**config.mk**
```make
export PLATFORM = sky130hd
export DESIGN_NAME = bf_run_controller
export DESIGN_NICKNAME = d
export VERILOG_FILES = /design/src/rtl/bf_run_controller.sv
export SDC_FILE = /design/constraint.sdc
export NUM_CORES = 1
export LEC_CHECK = 0
export CORE_ASPECT_RATIO = 1.4
export CORE_MARGIN = 4
export CORE_UTILIZATION = 29
export DETAILED_ROUTE_END_ITERATION = 7
export SYNTH_ARGS = -nofsm -noshare
export SYNTH_HDL_FRONTEND = slang
export SYNTH_SLANG_ARGS = --single-unit
```
**constraint.sdc**
```tcl
create_clock -name clk -period 2.3 [get_ports clk]
set_input_delay 0.46 -clock clk [delete_from_list [all_inputs] [get_ports clk]]
set_output_delay 0.46 -clock clk [all_outputs]
set_load 0.02 [all_outputs]
```
**src/rtl/bf_run_controller.sv**
```systemverilog
// Load/run sequencer for the brainfuck core: streams a program into code RAM,
// zeroes array RAM, then releases the core and hands both RAM ports over to it.
module bf_run_controller #(
  parameter int addrSize_code  = 9,
  parameter int addrSize_array = 9
) (
  input  logic                      clk,
  input  logic                      reset,
  input  logic                      rx_valid,
  input  logic [7:0]                rx_data,
  input  logic                      abort,
  output logic [addrSize_code-1:0]  code_addr,
  output logic [7:0]                code_wdata,
  output logic                      code_we,
  output logic [addrSize_array-1:0] array_addr,
  output logic [7:0]                array_wdata,
  output logic                      array_we,
  input  logic [addrSize_code-1:0]  core_addr_code,
  input  logic [addrSize_array-1:0] core_addr_array,
  input  logic [7:0]                core_dataOut_array,
  input  logic                      core_writeRq_array,
  input  logic                      core_done,
  output logic                      core_reset_n,
  output logic                      core_receivingChar,
  output logic                      busy,
  output logic                      run_done,
  output logic                      overflow,
  output logic [addrSize_code:0]    load_len
);

  localparam logic [addrSize_code-1:0]  CODE_LAST  = '1;
  localparam logic [addrSize_array-1:0] ARRAY_LAST = '1;
  localparam logic [addrSize_code:0]    CODE_SIZE  = {1'b1, {addrSize_code{1'b0}}};

  typedef enum logic [2:0] {
    S_IDLE  = 3'd0,
    S_LOAD  = 3'd1,
    S_CLEAR = 3'd2,
    S_RUN   = 3'd3,
    S_DONE  = 3'd4
  } state_t;

  state_t                    state_q, state_d;
  logic [addrSize_code-1:0]  ptr_q, ptr_d;
  logic                      load_end_q, load_end_d;
  logic                      code_we_q, code_we_d;
  logic [addrSize_code-1:0]  code_addr_q, code_addr_d;
  logic [7:0]                code_wdata_q, code_wdata_d;
  logic                      array_we_q, array_we_d;
  logic [addrSize_array-1:0] array_addr_q, array_addr_d;
  logic                      overflow_q, overflow_d;
  logic [addrSize_code:0]    load_len_q, load_len_d;

  logic                      accept;
  logic [addrSize_code-1:0]  cur_ptr;
  logic                      is_term;
  logic                      at_last;
  logic                      run_phase;

  always_ff @(posedge clk) begin
    if (!reset) begin
      state_q      <= S_IDLE;
      ptr_q        <= '0;
      load_end_q   <= 1'b0;
      code_we_q    <= 1'b0;
      code_addr_q  <= '0;
      code_wdata_q <= '0;
      array_we_q   <= 1'b0;
      array_addr_q <= '0;
      overflow_q   <= 1'b0;
      load_len_q   <= '0;
    end else begin
      state_q      <= state_d;
      ptr_q        <= ptr_d;
      load_end_q   <= load_end_d;
      code_we_q    <= code_we_d;
      code_addr_q  <= code_addr_d;
      code_wdata_q <= code_wdata_d;
      array_we_q   <= array_we_d;
      array_addr_q <= array_addr_d;
      overflow_q   <= overflow_d;
      load_len_q   <= load_len_d;
    end
  end

  // A byte starting a load (IDLE/DONE) always lands at address 0. load_end_q
  // marks the cycle the final code write is visible; no more bytes are taken.
  always_comb begin
    cur_ptr = (state_q == S_LOAD) ? ptr_q : '0;
    is_term = (rx_data == 8'h00);
    at_last = (cur_ptr == CODE_LAST);
    accept  = rx_valid && ((state_q == S_IDLE) || (state_q == S_DONE) ||
                           ((state_q == S_LOAD) && !load_end_q));
  end

  always_comb begin
    state_d      = state_q;
    ptr_d        = ptr_q;
    load_end_d   = 1'b0;
    code_we_d    = 1'b0;
    code_addr_d  = code_addr_q;
    code_wdata_d = code_wdata_q;
    array_we_d   = 1'b0;
    array_addr_d = array_addr_q;
    overflow_d   = overflow_q;
    load_len_d   = load_len_q;
    if (abort) begin
      state_d = S_IDLE;
    end else begin
      case (state_q)
        S_IDLE, S_DONE: begin
          if (rx_valid) begin
            state_d    = S_LOAD;
            overflow_d = 1'b0;
          end
        end
        S_LOAD: begin
          if (load_end_q) begin
            state_d      = S_CLEAR;
            array_we_d   = 1'b1;
            array_addr_d = '0;
          end
        end
        S_CLEAR: begin
          if (array_addr_q == ARRAY_LAST) begin
            state_d = S_RUN;
          end else begin
            array_we_d   = 1'b1;
            array_addr_d = array_addr_q + addrSize_array'(1);
          end
        end
        S_RUN: begin
          if (core_done) state_d = S_DONE;
        end
        default: state_d = S_IDLE;
      endcase

      if (accept) begin
        code_we_d    = 1'b1;
        code_addr_d  = cur_ptr;
        code_wdata_d = (at_last && !is_term) ? 8'h00 : rx_data;
        ptr_d        = cur_ptr + addrSize_code'(1);
        if (is_term) begin
          load_end_d = 1'b1;
          load_len_d = {1'b0, cur_ptr} + (addrSize_code + 1)'(1);
        end else if (at_last) begin
          load_end_d = 1'b1;
          overflow_d = 1'b1;
          load_len_d = CODE_SIZE;
        end
      end
    end
  end

  // RUN/DONE hand the RAM ports to the core; otherwise the controller drives them.
  always_comb begin
    run_phase          = (state_q == S_RUN) || (state_q == S_DONE);
    code_addr          = run_phase ? core_addr_code : code_addr_q;
    code_we            = run_phase ? 1'b0 : code_we_q;
    code_wdata         = code_wdata_q;
    array_addr         = run_phase ? core_addr_array : array_addr_q;
    array_wdata        = run_phase ? core_dataOut_array : 8'h00;
    array_we           = run_phase ? core_writeRq_array : array_we_q;
    core_reset_n       = run_phase;
    core_receivingChar = rx_valid && (state_q == S_RUN);
    busy               = (state_q == S_LOAD) || (state_q == S_CLEAR);
    run_done           = (state_q == S_DONE);
    overflow           = overflow_q;
    load_len           = load_len_q;
  end

endmodule
```
==> results.txt <==
Area of placed instances: 3920 um^2
Clock latency reported for the late side of the worst-skew pair: 290 ps
Worst ir drop on vdd: 374 uV
Max_slew headroom: 53.3%
Overall Global Routing Usage: 13.9%
Core ar.: 9130 um^2
Avg Synthesized Cell Area: 9.03 um^2
Total routed wirelength: 7680 um
Overall die area: 11100 um^2
Ratio of cells with drive above 1 in the final layout: 23.3%
Critical-path cell list: nor2_2, and2_4, a21o_4, mux2_2, dlygate4sd2_1
Critical Path Sink Type: output port
Classification of the worst setup path: reg -> out
Initial core utilization: 30.0%
Time the worst path needs with I/O delays and setup: 2240 ps
Routed WL per cell: 14.6 um
Via count of the first global-routing pass: 2511
Worst Tran Pin Value: 696 ps
Net count of the mapped netlist: 347
Critical path's largest stage delay: 360 ps
Synth Area in Adders: 1.83%
Maximum clock frequency: 446 MHz
Final number of max-transition violations: 0
Fraction of synthesis flops using an asynchronous set or reset pin: 0%
NumNets Final: 463
Clk slew on worst S/H paths: 70 ps
Count of maximum capacitance violations: 0
Depth of the CTS H-tree: 2
Sequential element share of the synthesized area: 38.1%
CP top delay family: flip-flops
Tcrit/Tclk final: 97.6%
Y dimension of the die: 123 um
Setup-violating endpoint count in the final report: 0
Netlist area before placement: 2740 um^2
Largest area contributor in the netlist: sky130_fd_sc_hd__dfxtp_1
Fraction of post-synthesis cell area in the top cell type by area: 38.1%
Vias per cell: 4.92
Flip-flop cell with the highest count after synthesis: sky130_fd_sc_hd__dfxtp_1
Die X: 90.1 um
Simple-gate portion of the synthesized area: 26.1%
Overall overflow remaining after global route: 0
List of most frequent post-synthesis cells: sky130_fd_sc_hd__dfxtp_1, sky130_fd_sc_hd__nand2_1, sky130_fd_sc_hd__mux2_2, sky130_fd_sc_hd__nor2_1, sky130_fd_sc_hd__and2_1
Post-route DRC: 0
CP Launch Point: state_q[0]$_SDFFE_PP0P_
Synth Area in Compound Gates: 16.0%
CP startpoint kind: register
Post-synthesis share of cell area spent on xor and xnor gates: 3.84%
Number of filler instances in the final layout: 898
Maximum fanout encountered on the critical timing path: 8
Antenna fix cells: 0
Power per cell area: 468 nW/um^2
Syn-to-layout area delta: 53.5%
Multi-input gate area: 1650 um^2
Largest net degree at the start of global routing: 43
Total instance count after detailed placement: 513
Antenna viol nets, final: 0
Clock Root Buffer: sky130_fd_sc_hd__clkbuf_16
Hold path startpoint: code_addr_q[4]$_SDFFE_PN0P_
Arrival @ worst endpoint: 1780 ps
IO Pins: 91
GP Congestion: 0.751
Initial antenna violation count: 0
Count of state elements after synthesis: 52
Cell with the most instances after synthesis: sky130_fd_sc_hd__dfxtp_1
Post-Synthesis Cells: 303
Worst Skew: 9.55 ps
Detail Placement HPWL: 5580 um
Number of sinks driven by the clock tree: 52
Violation count after the first detailed-route iteration: 89
Number of vias after detailed routing: 2594
Crit path required time: 1840 ps
Length of the first detailed-routing pass in iterations: 4
Share of cell area taken by muxes after synthesis: 9.38%
Row count: 41
Worst reg-to-reg setup slack: 140 ps
Top area cells in the synthesized netlist: sky130_fd_sc_hd__dfxtp_1, sky130_fd_sc_hd__mux2_2, sky130_fd_sc_hd__nand2_1
Design Power: 1.96 mW
Launch instance of the worst register-to-register path: state_q[2]$_SDFFE_PP0P_
Filler-free cell count of the finished design: 527
Maximum number of buffers from clock root to sink: 2
Final Cell Area: 4200 um^2
Setup repair after global routing missed its margin: no
Wire length of the first global-routing pass: 12600 um
Static leakage power: 1.71 nW
Number of buffers added to fix hold violations after cts: 0
Synth cell types: 44
Final design utilization: 46.0%
Dominant combinational cell family by area after synthesis: simple AND/OR/NAND/NOR gates
Type of the most critical hold path: reg -> reg
Number of buffers inserted during clock tree synthesis: 5
Cell type of the slowest stage on the worst timing path: sky130_fd_sc_hd__dfxtp_4
TritonCTS clock tree: yes
Number of enable flip-flop cells after synthesis: 0
Warnings, synthesis: 0
Quantity of I/O buffers inserted on ports: 90
Result of the run: finished, final reports clean
Buffers & Inverters on Critical Path: 1
Area used by sequential logic in the layout: 1050 um^2
Hold violation count in the final report: 0
area by class of cell:
type / instances / share of cell area [%]
clock buffer: 5 / 2.98
clock inverter: 3 / 1.01
timing repair buffer: 127 / 28.3
inverter: 2 / 0.179
sequential: 52 / 25.0
tap: 107 / 3.19
multi-input combinational: 231 / 39.4
sequential cells by signal (all words and copies together) (netlist names):
register	cells
ptr_q	9
code_addr_q	9
load_len	10
array_addr_q	9
overflow	1
code_wdata	8
array_we_q	1
state_q	3
load_end_q	1
code_we_q	1
worst paths after layout:
path | endpoint | depth (start not counted)
worst min register to register | code_addr_q[4]$_SDFFE_PN0P_ | 2
worst max-delay path | code_addr[5] | 5
worst min-delay path | code_addr_q[4]$_SDFFE_PN0P_ | 2
worst max register to register | load_len[4]$_SDFFE_PN0P_ | 11
report_power, final:
part           internal (mW)  leakage, nW  total (mW)  switching [mW]
clock network          0.511       0.0798       0.841           0.330
registers              0.910        0.422       0.919         0.00881
logic                  0.120         1.21       0.205          0.0854
total                   1.54         1.71        1.96           0.424
cells by family after synthesis:
| kind of cell | after synthesis |
|---|---|
| fa+ha+maj | 4 |
| simple gates | 129 |
| xor+xnor | 12 |
| compound gates | 61 |
| flops | 52 |
| mux | 23 |
| buf+inv | 22 |
layer usage:
| layer | routed length, um | vias to the layer above | GRT usage (%) |
|---|---|---|---|
| li1 | - | 1303 | - |
| met1 | 3320 | 1209 | 16.5 |
| met2 | 3890 | 78 | 25.5 |
| met3 | 418 | 4 | 3.10 |
| met4 | 52 | 0 | 3.16 |
| met5 | 0 | - | 0 |
repair_timing:
item,in CTS,in global routing
pin swaps,1,6
gates cloned,2,0
setup endpoints to repair,38,32
resized for setup,42,44
buffers inserted,1,3
metrics by stage:
stage                     setup slack [ps]  hold slack (ps)  setup TNS, ps
after global routing                  1.75              476              0
final                                 55.4              452              0
after floorplan                       49.5              428              0
after CTS                             13.4              455              0
after global placement                -126              442          -2320
after detailed placement              -199              445          -4200
layout by cell type (no fill, tap or decap), drive strengths merged, types with 2 or more instances in the layout:
| cell type | n |
|---|---|
| inv | 2 |
| nand4 | 2 |
| clkdlybuf4s15 | 13 |
| a21boi | 28 |
| nor4 | 2 |
| mux2i | 2 |
| a21oi | 3 |
| o2111ai | 4 |
| dlygate4sd2 | 12 |
| o211ai | 3 |
| xnor2 | 3 |
| nand3b | 10 |
| clkdlybuf4s50 | 61 |
| nor3b | 6 |
| o211a | 2 |
| nand2 | 38 |
| mux2 | 21 |
| nand3 | 15 |
| nor3 | 4 |
| ha | 4 |
| and2 | 17 |
| a21o | 3 |
| dfxtp | 52 |
| nor2 | 18 |
| o21ai | 14 |
| clkbuf | 8 |
| o22ai | 3 |
| and4 | 3 |
| nor2b | 2 |
| xor2 | 9 |
| buf | 37 |
| and3 | 6 |
| nand2b | 3 |
worst min-delay path, cell delays in order (launching register included):
cell and delay (ps):
sky130_fd_sc_hd__dfxtp_1 310, sky130_fd_sc_hd__nand2_1 50, sky130_fd_sc_hd__a21boi_1 50
Note: power is estimated with default switching activity, not from simulation.
